**config.mk**
```make
export PLATFORM = sky130hd
export DESIGN_NAME = vga_timing_scanout
export DESIGN_NICKNAME = d
export VERILOG_FILES = /design/src/rtl/vga_timing_scanout.sv
export SDC_FILE = /design/constraint.sdc
export NUM_CORES = 1
export LEC_CHECK = 0
export ABC_AREA = 1
export CAP_MARGIN = 20
export CORE_UTILIZATION = 49
export DETAILED_ROUTE_END_ITERATION = 12
export PLACE_DENSITY = 0.91
export SETUP_SLACK_MARGIN = 0.4
export SYNTH_ARGS = -nofsm -noshare
export SYNTH_HDL_FRONTEND = slang
export SYNTH_SLANG_ARGS = --single-unit
```
**constraint.sdc**
```tcl
create_clock -name vga_clk -period 3.5 [get_ports vga_clk]
set_clock_uncertainty 0.15 [all_clocks]
set_input_delay 0.35 -clock vga_clk [delete_from_list [all_inputs] [get_ports vga_clk]]
set_output_delay 0.35 -clock vga_clk [all_outputs]
set_load 0.01 [all_outputs]
```
**src/rtl/vga_timing_scanout.sv**
```systemverilog
// -----------------------------------------------------------------------------
// vga_timing_scanout
//
// Produces the VGA raster. Free-running horizontal and vertical counters give
// the renderer its scan coordinates. The renderer's RRRGGGBB colour comes back
// PIPE_DELAY cycles later. The active-area and sync flags are delayed by the
// same amount, so one output register can capture colour and flags together.
// The registered colour is expanded to 8 bits per channel for the DAC.
//
// Ports
//   vga_clk       pixel clock; the only clock
//   rst           asynchronous, active-high reset
//   pixel_color   RRRGGGBB from the renderer, valid PIPE_DELAY cycles after x/y
//   x, y          current horizontal / vertical count, fed to the renderer
//   video_on      undelayed active-area flag, aligned with x/y
//   frame_start   one-cycle strobe at (0,0), undelayed
//   vblank_start  one-cycle strobe at (0,V_ACTIVE), undelayed
//   vga_r/g/b     8-bit colour to the DAC, zero outside the active area
//   vga_hs/vs     sync pulses at level SYNC_ACTIVE
//   vga_blank_n   low outside the active area
//
// The outputs for the coordinate presented in cycle n appear in cycle
// n + PIPE_DELAY + 1.
// -----------------------------------------------------------------------------
module vga_timing_scanout #(
  parameter int   H_ACTIVE    = 640,
  parameter int   H_FP        = 16,
  parameter int   H_SYNC      = 96,
  parameter int   H_BP        = 48,
  parameter int   V_ACTIVE    = 480,
  parameter int   V_FP        = 10,
  parameter int   V_SYNC      = 2,
  parameter int   V_BP        = 33,
  parameter int   PIPE_DELAY  = 2,
  parameter logic SYNC_ACTIVE = 1'b0
) (
  input  logic       vga_clk,
  input  logic       rst,
  input  logic [7:0] pixel_color,
  output logic [9:0] x,
  output logic [9:0] y,
  output logic       video_on,
  output logic       frame_start,
  output logic       vblank_start,
  output logic [7:0] vga_r,
  output logic [7:0] vga_g,
  output logic [7:0] vga_b,
  output logic       vga_hs,
  output logic       vga_vs,
  output logic       vga_blank_n
);

  localparam int H_TOTAL = H_ACTIVE + H_FP + H_SYNC + H_BP;
  localparam int V_TOTAL = V_ACTIVE + V_FP + V_SYNC + V_BP;

  localparam logic [9:0] H_LAST     = 10'(H_TOTAL - 1);
  localparam logic [9:0] V_LAST     = 10'(V_TOTAL - 1);
  localparam logic [9:0] H_ACT_C    = 10'(H_ACTIVE);
  localparam logic [9:0] V_ACT_C    = 10'(V_ACTIVE);
  localparam logic [9:0] HS_FIRST   = 10'(H_ACTIVE + H_FP);
  localparam logic [9:0] HS_LAST    = 10'(H_ACTIVE + H_FP + H_SYNC - 1);
  localparam logic [9:0] VS_FIRST   = 10'(V_ACTIVE + V_FP);
  localparam logic [9:0] VS_LAST    = 10'(V_ACTIVE + V_FP + V_SYNC - 1);

  // ---------------------------------------------------------------------------
  // Scan counters
  // ---------------------------------------------------------------------------
  logic [9:0] h_cnt_q, h_cnt_d;
  logic [9:0] v_cnt_q, v_cnt_d;
  logic       h_wrap;

  always_comb begin
    h_wrap  = (h_cnt_q == H_LAST);
    h_cnt_d = h_wrap ? 10'd0 : h_cnt_q + 10'd1;
    v_cnt_d = v_cnt_q;
    // The vertical count moves only on the edge where the line wraps. At the
    // last line, both counters return to zero on that same edge.
    if (h_wrap) begin
      v_cnt_d = (v_cnt_q == V_LAST) ? 10'd0 : v_cnt_q + 10'd1;
    end
  end

  always_ff @(posedge vga_clk or posedge rst) begin
    if (rst) begin
      h_cnt_q <= 10'd0;
      v_cnt_q <= 10'd0;
    end else begin
      h_cnt_q <= h_cnt_d;
      v_cnt_q <= v_cnt_d;
    end
  end

  // ---------------------------------------------------------------------------
  // Undelayed flags (internally active-high regardless of SYNC_ACTIVE)
  // ---------------------------------------------------------------------------
  logic vid_raw;
  logic hs_raw;
  logic vs_raw;

  always_comb begin
    vid_raw      = (h_cnt_q < H_ACT_C) && (v_cnt_q < V_ACT_C);
    hs_raw       = (h_cnt_q >= HS_FIRST) && (h_cnt_q <= HS_LAST);
    vs_raw       = (v_cnt_q >= VS_FIRST) && (v_cnt_q <= VS_LAST);
    frame_start  = (h_cnt_q == 10'd0) && (v_cnt_q == 10'd0);
    vblank_start = (h_cnt_q == 10'd0) && (v_cnt_q == V_ACT_C);
  end

  assign x        = h_cnt_q;
  assign y        = v_cnt_q;
  assign video_on = vid_raw;

  // ---------------------------------------------------------------------------
  // Flag delay line: {video_on, hs, vs}, matched to the renderer latency.
  // All stages clear to "inactive", so no sync pulse or colour can come out of
  // the pipe while it refills after reset.
  // ---------------------------------------------------------------------------
  logic [2:0] flags_raw;
  logic [2:0] flags_dly;

  assign flags_raw = {vid_raw, hs_raw, vs_raw};

  generate
    if (PIPE_DELAY == 0) begin : g_no_pipe
      assign flags_dly = flags_raw;
    end else begin : g_pipe
      logic [2:0] stage_q [PIPE_DELAY];
      logic [2:0] stage_d [PIPE_DELAY];

      always_comb begin
        stage_d[0] = flags_raw;
        for (int i = 1; i < PIPE_DELAY; i++) begin
          stage_d[i] = stage_q[i-1];
        end
      end

      always_ff @(posedge vga_clk or posedge rst) begin
        if (rst) begin
          for (int i = 0; i < PIPE_DELAY; i++) begin
            stage_q[i] <= 3'b000;
          end
        end else begin
          for (int i = 0; i < PIPE_DELAY; i++) begin
            stage_q[i] <= stage_d[i];
          end
        end
      end

      assign flags_dly = stage_q[PIPE_DELAY-1];
    end
  endgenerate

  // ---------------------------------------------------------------------------
  // Output register: captures pixel_color together with the delayed flags.
  // Colour expansion replicates the MSBs into the low bits, so full-scale
  // inputs map to 8'hFF and zero maps to zero.
  // ---------------------------------------------------------------------------
  logic [7:0] r_q, r_d;
  logic [7:0] g_q, g_d;
  logic [7:0] b_q, b_d;
  logic       hs_q, hs_d;
  logic       vs_q, vs_d;
  logic       blank_n_q, blank_n_d;

  always_comb begin
    r_d = 8'h00;
    g_d = 8'h00;
    b_d = 8'h00;
    if (flags_dly[2]) begin
      r_d = {pixel_color[7:5], pixel_color[7:5], pixel_color[7:6]};
      g_d = {pixel_color[4:2], pixel_color[4:2], pixel_color[4:3]};
      b_d = {4{pixel_color[1:0]}};
    end
    hs_d      = flags_dly[1] ? SYNC_ACTIVE : ~SYNC_ACTIVE;
    vs_d      = flags_dly[0] ? SYNC_ACTIVE : ~SYNC_ACTIVE;
    blank_n_d = flags_dly[2];
  end

  always_ff @(posedge vga_clk or posedge rst) begin
    if (rst) begin
      r_q       <= 8'h00;
      g_q       <= 8'h00;
      b_q       <= 8'h00;
      hs_q      <= ~SYNC_ACTIVE;
      vs_q      <= ~SYNC_ACTIVE;
      blank_n_q <= 1'b0;
    end else begin
      r_q       <= r_d;
      g_q       <= g_d;
      b_q       <= b_d;
      hs_q      <= hs_d;
      vs_q      <= vs_d;
      blank_n_q <= blank_n_d;
    end
  end

  assign vga_r       = r_q;
  assign vga_g       = g_q;
  assign vga_b       = b_q;
  assign vga_hs      = hs_q;
  assign vga_vs      = vs_q;
  assign vga_blank_n = blank_n_q;

endmodule

```
**Word-level counts from Yosys, hierarchy flattened**

Index checks and enable logic that the tools add are counted.

- Add/sub/neg operators: 2
- Multipliers: 0
- Div/mod/pow operators: 0
- Order comparisons: 6
- Equality and inequality tests: 3
- Shift operators: 0
- Multiplexer cells: 7
- Bitwise operators: 0
- Reduce and logical (&&, ||, !) cells: 7

Operator list:

| operator | number |
|---|---|
| $mux 8 | 3 |
| $add 10x1->10 const B | 2 |
| $eq 10x10->1 const B | 2 |
| $logic_not 10->1 | 2 |
| $mux 10 | 2 |
| $eq 10x9->1 const B | 1 |
| $ge 10x10->1 const B | 1 |
| $ge 10x9->1 const B | 1 |
| $le 10x10->1 const B | 1 |
| $le 10x9->1 const B | 1 |
| $lt 10x10->1 const B | 1 |
| $lt 10x9->1 const B | 1 |
| $logic_and 1x1->1 | 5 |
| $mux 1 | 2 |

- Flip-flop bits (word level): 53
- Latch bits: 0
- RAM bits: 0
- Bits in read-only memories: 0
- Output and inout bits: 50
- Logic and storage cells: 35
- Memories: 0

**Logic depth before layout (Yosys ltp)**

- Depth after elaboration: 2
- Gate-level depth with buffers: 8
- Gate-level depth less buffers: 8

**Least setup slack after synthesis**

OpenSTA, ideal clock, no wires.

- Kind: reg-to-output
- Start: register h_cnt_q[9] (netlist: x[9])
- End: output port video_on
- Arrival time: 1.313 ns
- Data required time: 3.000 ns
- Slack: 1.687 ns
- Stages on the path, launching flop included: 4
- Cells stage by stage: dfrtp_1 -> nand2_1 -> inv_1 -> a2111oi_0

- Word-level cells in the longest chain between the ends: 2

Ends and longest elaborated chain:

| item | line | source |
|---|---|---|
| start: declaration | 68 | `logic [9:0] h_cnt_q, h_cnt_d;` |
| start signal: assignment | 88 | `h_cnt_q <= h_cnt_d;` |
| $lt 10x10->1 | 101 | `vid_raw = (h_cnt_q < H_ACT_C) && (v_cnt_q < V_ACT_C);` |
| $logic_and 1x1->1 | 101 |  |
| end: declaration | 42 | `output logic video_on,` |

Every way passes these cells.

**Final worst setup path**

- Start: register v_cnt_q[5] (netlist: y[5])
- End: output port video_on

- Word-level cells in the longest chain between the ends: 2

Ends and longest elaborated chain:

| item | line | source |
|---|---|---|
| start: declaration | 69 | `logic [9:0] v_cnt_q, v_cnt_d;` |
| start signal: assignment | 89 | `v_cnt_q <= v_cnt_d;` |
| $lt 10x9->1 | 101 |  |
| $logic_and 1x1->1 | 101 |  |

Every way passes these cells.

==> qor.csv <==
metric,value,unit
area of the die,0.00396,mm^2
Required @ worst endpoint,3.00,ns
DP Cell Count,296,
simple-gate share of the synthesized area,21.5,%
Ys Warns,0,
PortBufs,59,
Lkg Pwr,1.12,nW
CTS tree,yes,
Worst Tran Pin Value,0.932,ns
initial antenna violation count,0,
final setup fails,0,
worst skew pair latency,0.29,ns
GR Util All Layers,21.2,%
Die W,62.9,um
leading area contributor after synthesis,dfrtp_1,
min Tclk post-route,2.60,ns
gr ovfl total,0,
post-route antenna net violation count,0,
Max Root-Sink Buffers,2,
Nets,271,
I/O pin cnt,60,
post-route cell area,0.00245,mm^2
Yosys reg bits,37,
Post-synth top flop,dfrtp_1,
# DRC,0,
largest net degree at the start of global routing,27,
Post-DP HPWL,2730,um
fillers,252,
top post-synthesis cells by count,"inv_1, dfrtp_1, nand2_1",
Crit. End Element,output pin,
fraction of the mapped netlist area in adder cells,2.75,%
cell area after synthesis,0.00182,mm^2
PD cells,354,mW/mm^2
post-CTS setup buffer count,0,
die height,62.9,um
vias per cell,4.97,
f_max,385,MHz
post-synthesis mux area share,0,%
GPL Wtd Cong,0.908,
drt wl/cell,12.1,um
First-pass DRT Iterations,4,
register area share after synthesis,51.0,%
CP Launch Type,register,
Slew headroom,37.8,%
Area after DPL,0.00233,mm^2
synth unique cells,27,
Seq. cell area,928,um^2
max-cap violation count,0,
Starting Density,52.9,%
Gate Count Post-Synth,209,
synth-to-layout area growth,34.7,%
row count,21,
Final WS setup,0.904,ns
R2R depth,8,
VDD IR max,243,uV
Post-Syn Nets,223,
Pins Over Slew Limit,0,
area of the multi-input gates,612,um^2
Place WS,1.25,ns
Clock Root Buffer,clkbuf_8,
Synth Area in Compound Gates,6.46,%
number of synthesized flops with an enable pin,0,
period utilization,74.2,%
largest family of logic cells by synthesized area,simple AND/OR/NAND/NOR gates,
Synth Area in XOR/XNOR,2.89,%
Min-Delay Path Class,register to register,
post-CTS sizing,0,
Post-CTS Hold Fix Bufs,0,
final cell count without fillers,304,
Overall Power,868,uW
CP Class,register to output pin,
WHS Path Cells,0,
Yosys top cell area share,48.1,%
DR iter-0 viols,53,
H-tree depth,2,
fraction of registers with async set or reset after synthesis,100,%
TritonCTS Buffers,5,
Hold Fails Final Rpt,0,
# diodes,0,
Post-Route WL,3680,um
setup_tns,0,ns
Worst-path clk slew,0.07,ns
layout cell share with drive strength beyond 1,5.81,%
status,"finished, final reports clean",
worst path arrival time,2.10,ns
global-route wire length before repair,6370,um
final hold slack,0.197,ns
vias in the first global route,1352,
cell with the most instances after synthesis,inv_1,
final core occ,71.2,%
via count,1512,
Sinks on Clock Net,37,
total core area,0.00344,mm^2
top post-synthesis cells by area,"dfrtp_1, inv_1, buf_4, nand2_1, nand3_1",
syn avg cell area,8.70,um^2
"critical path fanouts, max",6,
RSZ-0062 raised after global routing,no,
worst max-delay path, stage by stage, from the launching register on:
cell	delay, ns
dfrtp_1	0.44
nand2_1	0.13
nor2_1	0.10
a2111oi_0	0.47
clkdlybuf4s50_1	0.67
state kept, by name, indices dropped and copies added (netlist names):
register        cells
vga_blank_n         1
vga_r               3
vga_vs              1
g_pipe.stage_d      3
x                  10
flags_dly           3
y                  10
vga_b               2
vga_hs              1
vga_g               3
power breakdown:
| group | switching, mW | internal, mW | leakage [nW] |
|---|---|---|---|
| logic | 0.0234 | 0.0344 | 0.605 |
| registers | 0.00329 | 0.432 | 0.461 |
| clock network | 0.143 | 0.232 | 0.0585 |
| total | 0.170 | 0.699 | 1.12 |
worst paths after layout:
path | end | slack (ns) | startpoint
min in group asynchronous | vga_b[5] | 0.42 | rst
worst max-delay path | video_on | 0.90 | y[5]
worst min-delay path | flags_dly[0] | 0.20 | g_pipe.stage_d[0]
worst min register to register | flags_dly[0] | 0.20 | g_pipe.stage_d[0]
worst max register to register | x[8] | 1.52 | x[0]
max in group asynchronous | y[0] | 2.05 | rst
logic make-up (layout without fill, tap and decap cells):
logic type      Yosys count  after routing
fa+ha+maj                 4              4
flops                    37             37
buf+inv                  56            105
xor+xnor                  6              6
simple gates             85             85
compound gates           21             21
layout make-up:
cell class | count | share of cell area, %
flip-flops and latches | 37 | 37.9
multi-input cells | 116 | 25.0
repair buffers | 60 | 24.4
inverters | 37 | 5.67
clock buffers | 7 | 3.52
well taps | 46 | 2.35
clock inverters | 1 | 1.23
metal layers:
metal | GRT usage, % | vias to the layer above | routed length [um]
li1 | - | 742 | -
met1 | 26.0 | 687 | 1610
met2 | 32.9 | 72 | 1650
met4 | 12.2 | 0 | 98
met5 | 0 | - | 0
met3 | 6.20 | 11 | 323
placed cells by master (no fill, tap or decap), types with 4 or more instances in the layout:
master           Yosys  layout
clkdlybuf4s50_1      0      59
inv_1               36      36
dfrtp_1             35      35
nand2_1             31      31
nor2_1              21      21
nand3_1             16      16
nand4_1              8       8
o21ai_1              8       8
o21ai_0              7       7
clkbuf_8             0       6
xor2_1               4       4
ha_1                 4       4
No activity file was read; power rests on OpenSTA's default activity.
